$ cat src/rtl/poly_root_search.sv
// Brute-force search for the smallest x with A*x^2 + B*x + C == R (mod 2^W).
// Each candidate is evaluated by Horner's rule over four cycles on one shared add/mul ALU.
module poly_root_search #(
  parameter int unsigned W = 8
) (
  input  logic         clk,
  input  logic         resetn,
  input  logic         go,
  input  logic [W-1:0] data_in,
  output logic [W-1:0] x_out,
  output logic         found,
  output logic         done,
  output logic         busy
);

  typedef enum logic [3:0] {
    StLoadA, StLoadAWait, StLoadB, StLoadBWait,
    StLoadC, StLoadCWait, StLoadR, StLoadRWait,
    StEval0, StEval1, StEval2, StEval3,
    StDone, StDoneWait
  } state_e;

  state_e       state_q, state_d;
  logic [W-1:0] a_q, a_d, b_q, b_d, c_q, c_d, r_q, r_d;
  logic [W-1:0] x_q, x_d, t_q, t_d;
  logic [W-1:0] x_out_q, x_out_d;
  logic         found_q, found_d;

  logic [W-1:0] alu_a, alu_b, alu_y;
  logic         alu_mul;

  always_comb begin
    alu_y = alu_mul ? alu_a * alu_b : alu_a + alu_b;
  end

  always_comb begin
    state_d = state_q;
    a_d     = a_q;
    b_d     = b_q;
    c_d     = c_q;
    r_d     = r_q;
    x_d     = x_q;
    t_d     = t_q;
    x_out_d = x_out_q;
    found_d = found_q;
    alu_a   = t_q;
    alu_b   = x_q;
    alu_mul = 1'b0;
    case (state_q)
      StLoadA: begin
        a_d = data_in;
        if (go) state_d = StLoadAWait;
      end
      StLoadAWait: if (!go) state_d = StLoadB;
      StLoadB: begin
        b_d = data_in;
        if (go) state_d = StLoadBWait;
      end
      StLoadBWait: if (!go) state_d = StLoadC;
      StLoadC: begin
        c_d = data_in;
        if (go) state_d = StLoadCWait;
      end
      StLoadCWait: if (!go) state_d = StLoadR;
      StLoadR: begin
        r_d = data_in;
        if (go) state_d = StLoadRWait;
      end
      StLoadRWait: begin
        if (!go) begin
          state_d = StEval0;
          x_d     = '0;
        end
      end
      StEval0: begin
        alu_a   = a_q;
        alu_mul = 1'b1;
        t_d     = alu_y;
        state_d = StEval1;
      end
      StEval1: begin
        alu_b   = b_q;
        t_d     = alu_y;
        state_d = StEval2;
      end
      StEval2: begin
        alu_mul = 1'b1;
        t_d     = alu_y;
        state_d = StEval3;
      end
      StEval3: begin
        alu_b = c_q;
        if (alu_y == r_q) begin
          state_d = StDone;
          x_out_d = x_q;
          found_d = 1'b1;
        end else if (x_q == '1) begin
          // Exhausted all candidates; never wrap into a second pass.
          state_d = StDone;
          x_out_d = '0;
          found_d = 1'b0;
        end else begin
          x_d     = x_q + 1'b1;
          state_d = StEval0;
        end
      end
      StDone: if (go) state_d = StDoneWait;
      StDoneWait: begin
        if (!go) begin
          state_d = StLoadA;
          x_out_d = '0;
          found_d = 1'b0;
        end
      end
      default: state_d = StLoadA;
    endcase
  end

  always_ff @(posedge clk) begin
    if (!resetn) begin
      state_q <= StLoadA;
      a_q     <= '0;
      b_q     <= '0;
      c_q     <= '0;
      r_q     <= '0;
      x_q     <= '0;
      t_q     <= '0;
      x_out_q <= '0;
      found_q <= 1'b0;
    end else begin
      state_q <= state_d;
      a_q     <= a_d;
      b_q     <= b_d;
      c_q     <= c_d;
      r_q     <= r_d;
      x_q     <= x_d;
      t_q     <= t_d;
      x_out_q <= x_out_d;
      found_q <= found_d;
    end
  end

  // Gated by resetn so both flags read low while reset is held.
  assign busy  = resetn && (state_q inside {StEval0, StEval1, StEval2, StEval3});
  assign done  = resetn && (state_q inside {StDone, StDoneWait});
  assign x_out = x_out_q;
  assign found = found_q;

endmodule

$ cat config.mk
export PLATFORM = sky130hd
export DESIGN_NAME = poly_root_search
export DESIGN_NICKNAME = d
export VERILOG_FILES = /design/src/rtl/poly_root_search.sv
export SDC_FILE = /design/constraint.sdc
export NUM_CORES = 1
export LEC_CHECK = 0
export CORE_MARGIN = 5
export CORE_UTILIZATION = 60
export DETAILED_ROUTE_END_ITERATION = 8
export MAX_ROUTING_LAYER = met4
export PLACE_DENSITY = 0.87
export SLEW_MARGIN = 20
export SYNTH_ARGS = -nofsm -noshare
export SYNTH_HDL_FRONTEND = slang
export SYNTH_SLANG_ARGS = --single-unit
$ cat constraint.sdc
create_clock -name clk -period 15.8 [get_ports clk]
set_clock_uncertainty 0.2 [all_clocks]
set_input_delay 2.37 -clock clk [delete_from_list [all_inputs] [get_ports clk]]
set_output_delay 2.37 -clock clk [all_outputs]
set_load 0.01 [all_outputs]
=== After elaboration in Yosys (flattened, before gate mapping) ===
Index checks and enable logic that the tools add are counted.

* Register bits after elaboration: 61
* Input bits: 11
* Output and inout port bits: 11
* Logic and storage cells: 80

* Add/subtract/negate cells: 2
* Multiply operators: 1
* Equality and inequality tests: 28
* Mux-type cells: 28
* Reductions and logical operators: 12

{| class="wikitable"
|+ Operator list
! cell !! count
|-
| 2-to-1 mux 8 bit || 7
|-
| case mux 4 bit (14 select lines) || 1
|-
| case mux 8 bit (2 select lines) || 3
|-
| 2-to-1 mux 4 bit || 10
|-
| == test 4 bit, second input constant || 6
|-
| != test 2 bit, second input constant || 12
|-
| == test 4 x 3 -> 1 bit, second input constant || 4
|-
| AND reduction 10 bit || 1
|-
| adder 8 x 1 -> 8 bit, second input constant || 1
|-
| adder 8 bit || 1
|-
| == test 4 x 2 -> 1 bit, second input constant || 2
|-
| == test 8 bit || 1
|-
| == test 8 bit, second input constant || 1
|-
| multiplier 8 x 8 -> 8 bit || 1
|-
| 2-to-1 mux 3 bit || 2
|-
| nonzero test 2 bit || 3
|-
| == test 4 x 1 -> 1 bit, second input constant || 1
|-
| logical NOT 4 bit || 1
|-
| 2-to-1 mux 1 bit || 4
|-
| AND reduction 4 bit || 1
|-
| nonzero test 4 bit || 1
|-
| != test 3 bit, second input constant || 1
|-
| AND reduction 3 bit || 1
|-
| OR reduction 3 bit || 1
|-
| other kinds (3) || 4
|}

=== Logic depth before layout (Yosys ltp) ===
* Depth in word-level cells: 7
* Depth in mapped cells: 23
* Gate-level depth less buffers: 21

=== Worst setup path after synthesis ===
OpenSTA, ideal clock, no wires.

* Path type: register to register
* Start point: reg state_q[1]
* End point: reg x_q[2]
* Setup time: 0.116 ns
* Arrival: 5.662 ns
* Data required time: 15.484 ns
* Slack: 9.822 ns
* Cell stages (with the launch flop): 23
* Buffers on the path: 2
* Clock period less this slack: 5.978 ns
* Cells stage by stage: dfxtp_1 -> buf_2 -> nor4b_2 -> buf_4 -> mux2i_1 -> inv_1 -> ha_1 -> fa_1 -> fa_1 -> ha_1 -> inv_1 -> fa_1 -> inv_1 -> ha_1 -> a21o_1 -> a21oi_1 -> xnor2_1 -> xnor3_1 -> xnor2_2 -> a211o_4 -> a31oi_4 -> a21oi_1 -> a31o_2

* Cells in the longest elaborated chain, start to end: 7
* Elaborated cells between the ends (all ways): 19
* Classes of those cells: add/sub (1); mul (1); eq/ne (9); mux (5); reduce/logical (3)

{| class="wikitable"
|+ Ends and longest elaborated chain
! element !! RTL line !! text
|-
| start, declared || 23 || <nowiki>state_e state_q, state_d;</nowiki>
|-
| start signal, assigned || 121 || <nowiki>state_q <= StLoadA;</nowiki>
|-
| start signal, assigned || 131 || <nowiki>state_q <= state_d;</nowiki>
|-
| == test 4 bit || 49 || <nowiki>case (state_q)</nowiki>
|-
| case mux 8 bit (2 select lines), or another cell as far along || 49 ||
|-
| multiplier 8 x 8 -> 8 bit, or another cell as far along || 33 || <nowiki>alu_y = alu_mul ? alu_a * alu_b : alu_a + alu_b;</nowiki>
|-
| 2-to-1 mux 8 bit || 33 ||
|-
| == test 8 bit || 93 || <nowiki>if (alu_y == r_q) begin</nowiki>
|-
| != test 2 bit (no line) || -- ||
|-
| AND reduction 4 bit (no line) || -- ||
|-
| end signal, assigned || 126 || <nowiki>x_q <= '0;</nowiki>
|-
| end signal, assigned || 136 || <nowiki>x_q <= x_d;</nowiki>
|-
| end, declared || 25 || <nowiki>logic [W-1:0] x_q, x_d, t_q, t_d;</nowiki>
|}

Parallel ways exist; a longest one is shown, timed or not.
A chain may end at the register's enable or synchronous reset.

=== Worst setup path in the final report ===
* Start point: reg state_q[3]
* End point: reg x_q[2]

Same word-level chain as after synthesis.

==> results.ini <==
[timing]
period_share=0.4410
maxSlewHeadroom=0.2964
fmaxAchievable_ghz=0.1435
rsz0062_at_grt=false
hold_viol=0
setup_viol=0
period_needed_ns=6.967
worstMarginPinSlew_ns=1.053
slew_viol_final=0
tns_ns=0

[synthesis]
async_flop_share=0
synth_ff_type=dfxtp_1
ys_seq_area_frac=0.2894
synth_largest_area_cell=dfxtp_1
yosys-top-cells-area=dfxtp_1 29%, nand2_1 8.2%, ha_1 7.1%, fa_1 6.2%, mux2i_1 5.7%
synth_edf_count=0
syn_inst=496
ys_types=59
synth_top_area_share=0.2894
synth_fp_nets=544
ys_seq_elements=61
syn_avg_cell_area_sq_um=8.509
yosys_warnings=0
syn_area_sq_um=4220

[grt]
grt.total_usage=0.2319
grt_max_degree=62
grt_pass1_wl_um=15500
grt_pass1_vias=3304
grt_antenna_before_repair=0
overflow=0

[critical_path]
crit_fanout=17
crit_type=flop to flop
cp.arrival_ns=7.00
worstPathRequired_ns=15.83
cp-start-kind=flop
endpoint_kind=flop

[clock_network]
post_cts_buffers=0
h-tree-depth=3
cts_hold_buf=0
cts_resized=0
numCtsBuffers=9
cts_tree=done
insertion_delay_ns=0.34
cts_buffer_depth=2
path_clk_slew_ns=0.07
cts_sinks=61
cts-root-buf=clkbuf_8

[final_layout]
num_antenna_cells=0
fin_cells=610
nets=557
final_layout_size_suffix_gt1_frac=0.08366
fin_area_sq_um=4643
area_growth_syn_to_layout_pct=10.02
nFillCells=572

[placement]
hpwl_um=7217
dp_cells=594
gp_congestion=0.9026
portBuffers=21
dpl_cell_area_sq_um=4476

[pwr]
p_leak_nw=1.968
vdd_drop_max_mv=0.05416
power_density_nw_per_um2=62.86

[route]
firstDrtPassIters=5
drt_iter0_drc=236
vias_per_cell=5.616
drc=0
wl_per_cell_um=15.61
num_vias=3426
wl_um=9522
drtAntennaViolNets=0

[die]
start_util=0.6178
die_width_um=93.87
die_y_um=93.87
io_pins=22
rows=30
fp.dieArea_sq_um=8811
coreArea_sq_um=6832

[min_path]
hold_class=flop to flop

[flow_run]
maxCapViolations=0

[outcome]
status=completed

-- worst max-delay path: stages, from the launching register on --
cell and delay [ns]:
dfxtp_1 0.65, nor4b_2 0.32, buf_4 0.24, mux2i_1 0.57, inv_1 0.13, ha_1 0.34
fa_1 0.48, fa_1 0.49, ha_1 0.28, inv_1 0.05, fa_1 0.52, inv_1 0.04
ha_1 0.33, a21o_1 0.19, a21oi_1 0.18, xnor2_1 0.17, xnor3_1 0.47, xnor2_2 0.20
a211o_4 0.39, a31oi_4 0.28, a21oi_1 0.12, a31o_2 0.22
-- logic make-up (layout without fill, tap and decap cells) --
group	after synthesis	count (layout)	synth area share
adders and majority gates	37	37	0.1328
muxes	38	38	0.09724
xor gates and xnor gates	26	26	0.06078
AOI/OAI and AO/OA	90	90	0.1524
DFF	61	61	0.2894
buffers and inverters	52	70	0.04981
and+or+nand+nor	192	192	0.2176
-- cell type report --
class / instances / area [sq um] / area share
Tap cell: 96 / 120.1 / 0.02587
Inverter: 30 / 112.6 / 0.02425
Clock buffer: 11 / 131.4 / 0.02829
Clock inverter: 5 / 27.53 / 0.005928
Timing Repair Buffer: 24 / 232.7 / 0.05012
Multi-Input combinational cell: 383 / 2798 / 0.6025
Sequential cell: 61 / 1221 / 0.2630
-- registers in the layout (all words and copies together) (netlist names) --
register,flops
t_q,8
x_out,8
state_q,4
b_q,8
a_q,8
r_q,8
c_q,8
x_q,8
found,1
-- routing by layer --
metal | part of all wire | up-vias | wire length, um | global-route usage
met5 | 0 | - | 0 | -
met4 | 0.018 | 0 | 172 | 0.09025
met3 | 0.035 | 14 | 330 | 0.03686
met2 | 0.50 | 92 | 4738 | 0.3891
met1 | 0.45 | 1619 | 4281 | 0.2795
li1 | - | 1701 | - | -
-- where the power goes --
part,switching [W],internal [W],total [W]
clock network,0.0000593,0.0000558,0.000115
registers,0.00000325,0.000156,0.000160
logic,0.00000877,0.00000838,0.0000171
-- Yosys cell counts, drive strengths merged, types with 4 or more instances --
cell and instances:
o211a 6, dfxtp 61, xor2 6, a21o 4, clkbuf 16, nand2b 7, a21boi 28, mux2i 29
nand3 13, xnor2 19, a21oi 12, nor2b 17, and2 7, nand2 92, nand4 4, and3 4
o21ai 23, ha 24, buf 6, inv 30, mux2 9, fa 13, nor2 36
-- stage by stage --
stage | utilization | total power, W | setup slack, ns | hold slack (ns)
final | 0.6797 | 0.0002919 | 8.833 | 0.2623
after detailed placement | 0.6551 | 0.0001797 | 8.897 | 0.2568
after CTS | 0.6784 | 0.0002921 | 8.889 | 0.2654
after global routing | 0.6797 | 0.0003034 | 8.530 | 0.2886
after floorplan | - | 0.0001731 | 9.822 | 0.2393
after global placement | 0.6551 | 0.0001792 | 9.043 | 0.2481
-- path summary, 6_finish.rpt --
| kind | start | to | slack [ns] | cells past startpoint |
|---|---|---|---|---|
| setup / recovery | state_q[3] | x_q[2] | 8.83 | 21 |
| setup reg to reg | state_q[3] | x_q[2] | 8.83 | 21 |
| hold reg to reg | b_q[2] | b_q[2] | 0.26 | 2 |
| hold / removal | b_q[2] | b_q[2] | 0.26 | 2 |
-- placed cells by master (no fill, tap or decap), types with 2 or more instances in the layout --
cell type        netlist  routed
fa_1                  13      13
a21oi_1               12      12
mux2i_2                5       5
nand4_1                3       3
and3_1                 4       4
ha_1                  24      24
buf_4                  1       3
nor2_1                35      35
clkbuf_8               0       9
clkbuf_1              16       2
o21a_1                 2       2
mux2i_1               24      24
a21boi_0              27      27
a21o_1                 4       4
xnor2_2                2       2
clkinv_2               0       4
dfxtp_1               61      61
mux2_2                 8       8
and2_1                 7       7
nand3_1               13      13
nand2b_1               7       7
nor2b_1               17      17
o21ai_0               23      23
a211oi_1               2       2
clkdlybuf4s50_1        0      21
xor2_1                 6       6
xnor2_1               17      17
o211a_1                6       6
inv_1                 30      30
nand2_1               92      92
(Power assumes the default switching activity.)
